### config.mk
export PLATFORM = sky130hd
export DESIGN_NAME = bit_scan_unit
export DESIGN_NICKNAME = d
export VERILOG_FILES = /design/src/rtl/bit_scan_pkg.sv /design/src/rtl/lzc_tree.sv /design/src/rtl/bit_scan_unit.sv
export SDC_FILE = /design/constraint.sdc
export NUM_CORES = 1
export LEC_CHECK = 0
export ABC_AREA = 1
export CORE_MARGIN = 8
export CORE_UTILIZATION = 57
export CTS_BUF_LIST = sky130_fd_sc_hd__clkbuf_16
export DETAILED_ROUTE_END_ITERATION = 16
export GPL_TIMING_DRIVEN = 0
export PLACE_DENSITY = 0.87
export SETUP_SLACK_MARGIN = 0.15
export SYNTH_ARGS = -nofsm -noshare
export SYNTH_HDL_FRONTEND = slang
export SYNTH_SLANG_ARGS = --single-unit
export TNS_END_PERCENT = 30
### constraint.sdc
create_clock -name clk -period 8.29 [get_ports clk]
set_input_delay 1.658 -clock clk [delete_from_list [all_inputs] [get_ports clk]]
set_output_delay 1.658 -clock clk [all_outputs]
set_load 0.02 [all_outputs]
### src/rtl/bit_scan_pkg.sv
// ============================================================================
// bit_scan_pkg : shared mode encodings and helpers for the bit-scan unit
// Revision 1.0
// ============================================================================
`default_nettype none

package bit_scan_pkg;

    localparam logic [1:0] MODE_CLZ = 2'b00;
    localparam logic [1:0] MODE_CLO = 2'b01;
    localparam logic [1:0] MODE_CTZ = 2'b10;
    localparam logic [1:0] MODE_CTO = 2'b11;

    localparam int MAX_W = 64;

    // Reverses the low w bits of d into the low w bits of the result.
    function automatic logic [MAX_W-1:0] bit_reverse(input logic [MAX_W-1:0] d, input int w);
        logic [MAX_W-1:0] r;
        r = '0;
        for (int i = 0; i < MAX_W; i++) begin
            if (i < w) r[i] = d[w-1-i];
        end
        return r;
    endfunction

endpackage

`default_nettype wire

### src/rtl/lzc_tree.sv
// ============================================================================
// lzc_tree : combinational leading-zero counter built from halving selects
// Revision 1.0
// ============================================================================
`default_nettype none

module lzc_tree #(
    parameter int WIDTH    = 32,
    parameter int RESULT_W = $clog2(WIDTH) + 1
) (
    input  logic [WIDTH-1:0]    data,
    output logic [RESULT_W-1:0] count,
    output logic                all_zero
);

    localparam int LOG = $clog2(WIDTH);

    logic [WIDTH-1:0] w_win [0:LOG-1];
    logic [LOG-1:0]   w_cnt;

    assign w_win[0] = data;

    // Each level tests the top half of the current window; a zero half is shifted out.
    for (genvar g = 0; g < LOG; g++) begin : g_level
        localparam int HALF = WIDTH >> (g + 1);
        assign w_cnt[LOG-1-g] = (w_win[g][WIDTH-1 -: HALF] == '0);
        if (g < LOG - 1) begin : g_next
            assign w_win[g+1] = w_cnt[LOG-1-g] ? (w_win[g] << HALF) : w_win[g];
        end
    end

    // Shifts never discard a set bit, so the last window is zero only for a zero operand.
    assign all_zero = (w_win[LOG-1] == '0);
    assign count    = all_zero ? RESULT_W'(WIDTH) : {1'b0, w_cnt};

endmodule

`default_nettype wire

### src/rtl/bit_scan_unit.sv
// ============================================================================
// bit_scan_unit : two-stage CLZ/CLO/CTZ/CTO unit with valid/ready and flush
// Revision 1.0
// ============================================================================
`default_nettype none

module bit_scan_unit
    import bit_scan_pkg::*;
#(
    parameter int WIDTH    = 32,
    parameter int RESULT_W = $clog2(WIDTH) + 1,
    parameter int TAG_W    = 5
) (
    input  logic                clk,
    input  logic                reset,
    input  logic                i_flush,
    input  logic                i_valid,
    output logic                o_ready,
    input  logic [1:0]          i_mode,
    input  logic [WIDTH-1:0]    i_data,
    input  logic [TAG_W-1:0]    i_tag,
    output logic                o_valid,
    input  logic                i_ready,
    output logic [RESULT_W-1:0] o_result,
    output logic                o_all,
    output logic [TAG_W-1:0]    o_tag
);

    logic                s1_valid_q, s1_valid_d;
    logic [WIDTH-1:0]    s1_word_q,  s1_word_d;
    logic [TAG_W-1:0]    s1_tag_q,   s1_tag_d;
    logic                s2_valid_q, s2_valid_d;
    logic [RESULT_W-1:0] result_q,   result_d;
    logic                all_q,      all_d;
    logic [TAG_W-1:0]    tag_q,      tag_d;

    logic                w_s2_adv, w_s1_adv, w_accept;
    logic                w_ones, w_trailing;
    logic [WIDTH-1:0]    w_inv, w_rev, w_word;
    logic [MAX_W-1:0]    w_rev_full;
    logic [RESULT_W-1:0] w_count;
    logic                w_all;

    assign w_s2_adv = ~s2_valid_q | i_ready;
    assign w_s1_adv = s1_valid_q & w_s2_adv;
    assign o_ready  = ~reset & (~s1_valid_q | w_s2_adv);
    assign w_accept = i_valid & o_ready;

    // Every mode is folded into a leading-zero count of the transformed word.
    assign w_ones     = (i_mode == MODE_CLO) | (i_mode == MODE_CTO);
    assign w_trailing = (i_mode == MODE_CTZ) | (i_mode == MODE_CTO);
    assign w_inv      = w_ones ? ~i_data : i_data;
    assign w_rev_full = bit_reverse(MAX_W'(w_inv), WIDTH);
    assign w_rev      = w_rev_full[WIDTH-1:0];
    assign w_word     = w_trailing ? w_rev : w_inv;

    if (WIDTH < MAX_W) begin : g_rev_pad
        logic w_unused_rev;
        assign w_unused_rev = ^w_rev_full[MAX_W-1:WIDTH];
    end

    lzc_tree #(
        .WIDTH    (WIDTH),
        .RESULT_W (RESULT_W)
    ) u_lzc (
        .data     (s1_word_q),
        .count    (w_count),
        .all_zero (w_all)
    );

    always_comb begin
        s1_valid_d = s1_valid_q;
        s1_word_d  = s1_word_q;
        s1_tag_d   = s1_tag_q;
        s2_valid_d = s2_valid_q;
        result_d   = result_q;
        all_d      = all_q;
        tag_d      = tag_q;

        if (w_s1_adv) begin
            s2_valid_d = 1'b1;
            result_d   = w_count;
            all_d      = w_all;
            tag_d      = s1_tag_q;
        end else if (i_ready) begin
            s2_valid_d = 1'b0;
        end

        if (w_accept) begin
            s1_valid_d = 1'b1;
            s1_word_d  = w_word;
            s1_tag_d   = i_tag;
        end else if (w_s1_adv) begin
            s1_valid_d = 1'b0;
        end

        if (i_flush) begin
            s1_valid_d = 1'b0;
            s2_valid_d = 1'b0;
        end
    end

    always_ff @(posedge clk) begin
        if (reset) begin
            s1_valid_q <= 1'b0;
            s2_valid_q <= 1'b0;
            result_q   <= '0;
            all_q      <= 1'b0;
            tag_q      <= '0;
        end else begin
            s1_valid_q <= s1_valid_d;
            s2_valid_q <= s2_valid_d;
            result_q   <= result_d;
            all_q      <= all_d;
            tag_q      <= tag_d;
        end
    end

    always_ff @(posedge clk) begin
        s1_word_q <= s1_word_d;
        s1_tag_q  <= s1_tag_d;
    end

    assign o_valid  = s2_valid_q;
    assign o_result = result_q;
    assign o_all    = all_q;
    assign o_tag    = tag_q;

endmodule

`default_nettype wire
==> run metrics <==
Synth Instances=390; slowest stage delay, CP=600 ps; cts repair resizes=0; First-pass DRT Iterations=5; Worst EP arrival=3200 ps; Die H=90.7 um; hold depth=2; WHS=469 ps; overall fraction of global-route tracks in use=0.171; core area=0.00544 mm2; Setup Viol. Count Final=0; fmax=206 MHz; reg2reg start=s1_word_q[16]$_DFFE_PP_; Antenna Nets Post-Route=0; FP Rows=27; total wire length=6910 um; largest net degree at the start of global routing=38; Clock Latency Late Sink=290 ps; Cell Chain, Critical Path=clkdlybuf4s50_1 -> inv_1 -> nand2_1 -> inv_1 -> clkdlybuf4s50_1; Final GP Congestion=0.913; die area=0.00823 mm2; Worst VDD drop=0.103 mV; leakage=1.73 nW; Post-synth EDFFs=37; Yosys cell types=31; CP required=6630 ps; Hold Fails Final Rpt=0; WS Path Type=primary input to output port; Initial Util=0.585; critical path peak fanout=7; H-tree Lvls=2; max-cap violations=0; Worst Hold Class=flop to flop; via count of the routed design=2636; Slew Viols, Final=0; Final period util=0.586; layout cells sized above 1=0.139; vias in the first global route=2572; initial antenna violation count=0; DR iter-0 viols=185; Syn Nets=434; Reg2Reg Setup Slack=5960 ps; Syn. warnings=0; RR Endpoint=o_result[1]$_SDFFE_PP0P_; Root Driver=clkbuf_16; Hold Startpoint=o_result[4]$_SDFFE_PP0P_; ANT cells=0; FF-to-FF path depth=17; setup TNS=0 ps; DR DRC count=0; clock slew at reported path FFs=70 ps; CTS Buf Count=5; Final min period=4860 ps; sequential area share after synthesis=0.431; clk sink count=50; Least-Margin Pin Slew=950 ps; TritonCTS clock tree=built; CP Launch Type=primary input; Die X=90.7 um; Area Overhead vs Synth=25.4%; Ports=58; DPL Wire Length=5650 um; vias per cell=5.01; asr flop ratio synth=0; first-pass GRT wire length=11600 um; slowest CP cell=clkdlybuf4s50_1; Slew headroom=0.365; CTS Hold Bufs=0; RSZ-0062 raised after global routing=false; Crit. End Element=output port; power density over cell area=152 mW/mm2; status=complete, no violations; clock skew=4.70 ps; DR WL/cell=13.1 um; Hold Path Sink=o_result[4]$_SDFFE_PP0P_; syn avg cell area=8.16 um2; Clock Path Buffers=2; global route overflow=0; mapped cell area=0.00318 mm2; prevailing post-synth register cell=edfxtp_1; Layout Nets=497; Port Buffer Count=56; FF+latch count, synth=50; Post-CTS Setup Bufs=0
-- through the flow --
stage          instance area [um2]  power (mW)  instances  worst slack [ps]   util
2_1_floorplan                 3180       0.361        390              4380      -
5_1_grt                       3990       0.630        526              3370  0.734
6_report                      3990       0.607        526              3430  0.734
4_1_cts                       3990       0.608        526              3420  0.734
3_5_place_dp                  3840       0.405        518              3420  0.706
3_3_place_gp                  3830       0.401        518              3330  0.705
-- cells in the final DEF (no fill, tap or decap), types with 4 or more instances in the layout --
cell type        Yosys  layout
nor2_4               4       5
o21ai_0             43      43
nand2_1             77      77
nand3_2              5       5
dfxtp_1             13      13
clkbuf_16            0       5
inv_1               56      56
nand2_2             24      24
buf_1                5       5
xor2_1              32      32
buf_6                5       5
nor2_2               5       5
a21oi_1              9       9
edfxtp_1            37      37
clkbuf_1             5       5
inv_6                1       4
nand3_1             19      19
nor2_1              27      26
clkdlybuf4s50_1      0      56
-- sequential cells by signal, summed over array words and instances (netlist names) --
name / flops
s1_word_q: 32
s1_tag_q: 5
o_result: 6
o_tag: 5
s1_valid_q: 1
o_valid: 1
-- power breakdown --
group	leakage [nW]	internal (mW)	switching [mW]
registers	0.455	0.286	0.00628
logic	1.20	0.0475	0.0604
clock network	0.0752	0.115	0.0915
total	1.73	0.449	0.158
-- worst max-delay path, delay by kind of cell --
family        cells  cell delay [ps]
simple gates      1              130
buf+inv           4             1410
-- cells in the mapped netlist, types with 2 or more instances --
library cell / instances / area (um2)
a21oi_2: 2 / 17.5
nand2_4: 2 / 22.5
nor2_1: 27 / 101
o21ai_0: 43 / 215
nand2_1: 77 / 289
nand3_2: 5 / 50.1
inv_1: 56 / 210
nor2_4: 4 / 45.0
nand3_1: 19 / 95.1
nand2_2: 24 / 150
o21ai_1: 2 / 10.0
nor2_2: 5 / 31.3
dfxtp_1: 13 / 260
xor2_1: 32 / 280
edfxtp_1: 37 / 1110
buf_6: 5 / 56.3
a21oi_1: 9 / 45.0
nand3b_1: 3 / 22.5
nor2_8: 2 / 40.0
nand4_1: 2 / 12.5
o21bai_1: 3 / 22.5
buf_1: 5 / 18.8
clkbuf_1: 5 / 18.8
-- layout make-up --
cell class	instances	area, um2
multi-input combinational	266	1500
fill	405	1450
sequential	50	1370
timing repair buffer	56	561
inverter	58	223
clock buffer	5	125
buffer	16	101
tap	72	90.1
clock inverter	3	26.3
-- per-layer routing --
layer,up-vias,GRT usage,part of all wire
met3,14,0.0258,0.048
met4,0,0.0915,0.025
li1,1362,-,-
met1,1163,0.206,0.43
met5,-,0,0
met2,97,0.285,0.50
-- worst max-delay path by stage --
| stage | startpoint | to | slack, ps | cells after the start |
|---|---|---|---|---|
| 2_1_floorplan | i_ready | s1_tag_q[0]$_DFFE_PP_ | 4380 | 6 |
| 5_1_grt | reset | o_ready | 3370 | 5 |
| 6_report | reset | o_ready | 3430 | 5 |
| 4_1_cts | reset | o_ready | 3420 | 5 |
| 3_3_place_gp | reset | s1_word_q[3]$_DFFE_PP_ | 3330 | 4 |
| 3_5_place_dp | reset | o_ready | 3420 | 5 |
-- cell families after synthesis --
family	after synthesis	share of synthesized area
flip-flops	50	0.431
AND/OR/NAND/NOR	172	0.273
AO/OA/AOI/OAI	62	0.106
XOR/XNOR	32	0.0880
buffers and inverters	74	0.102
(Power assumes the default switching activity.)
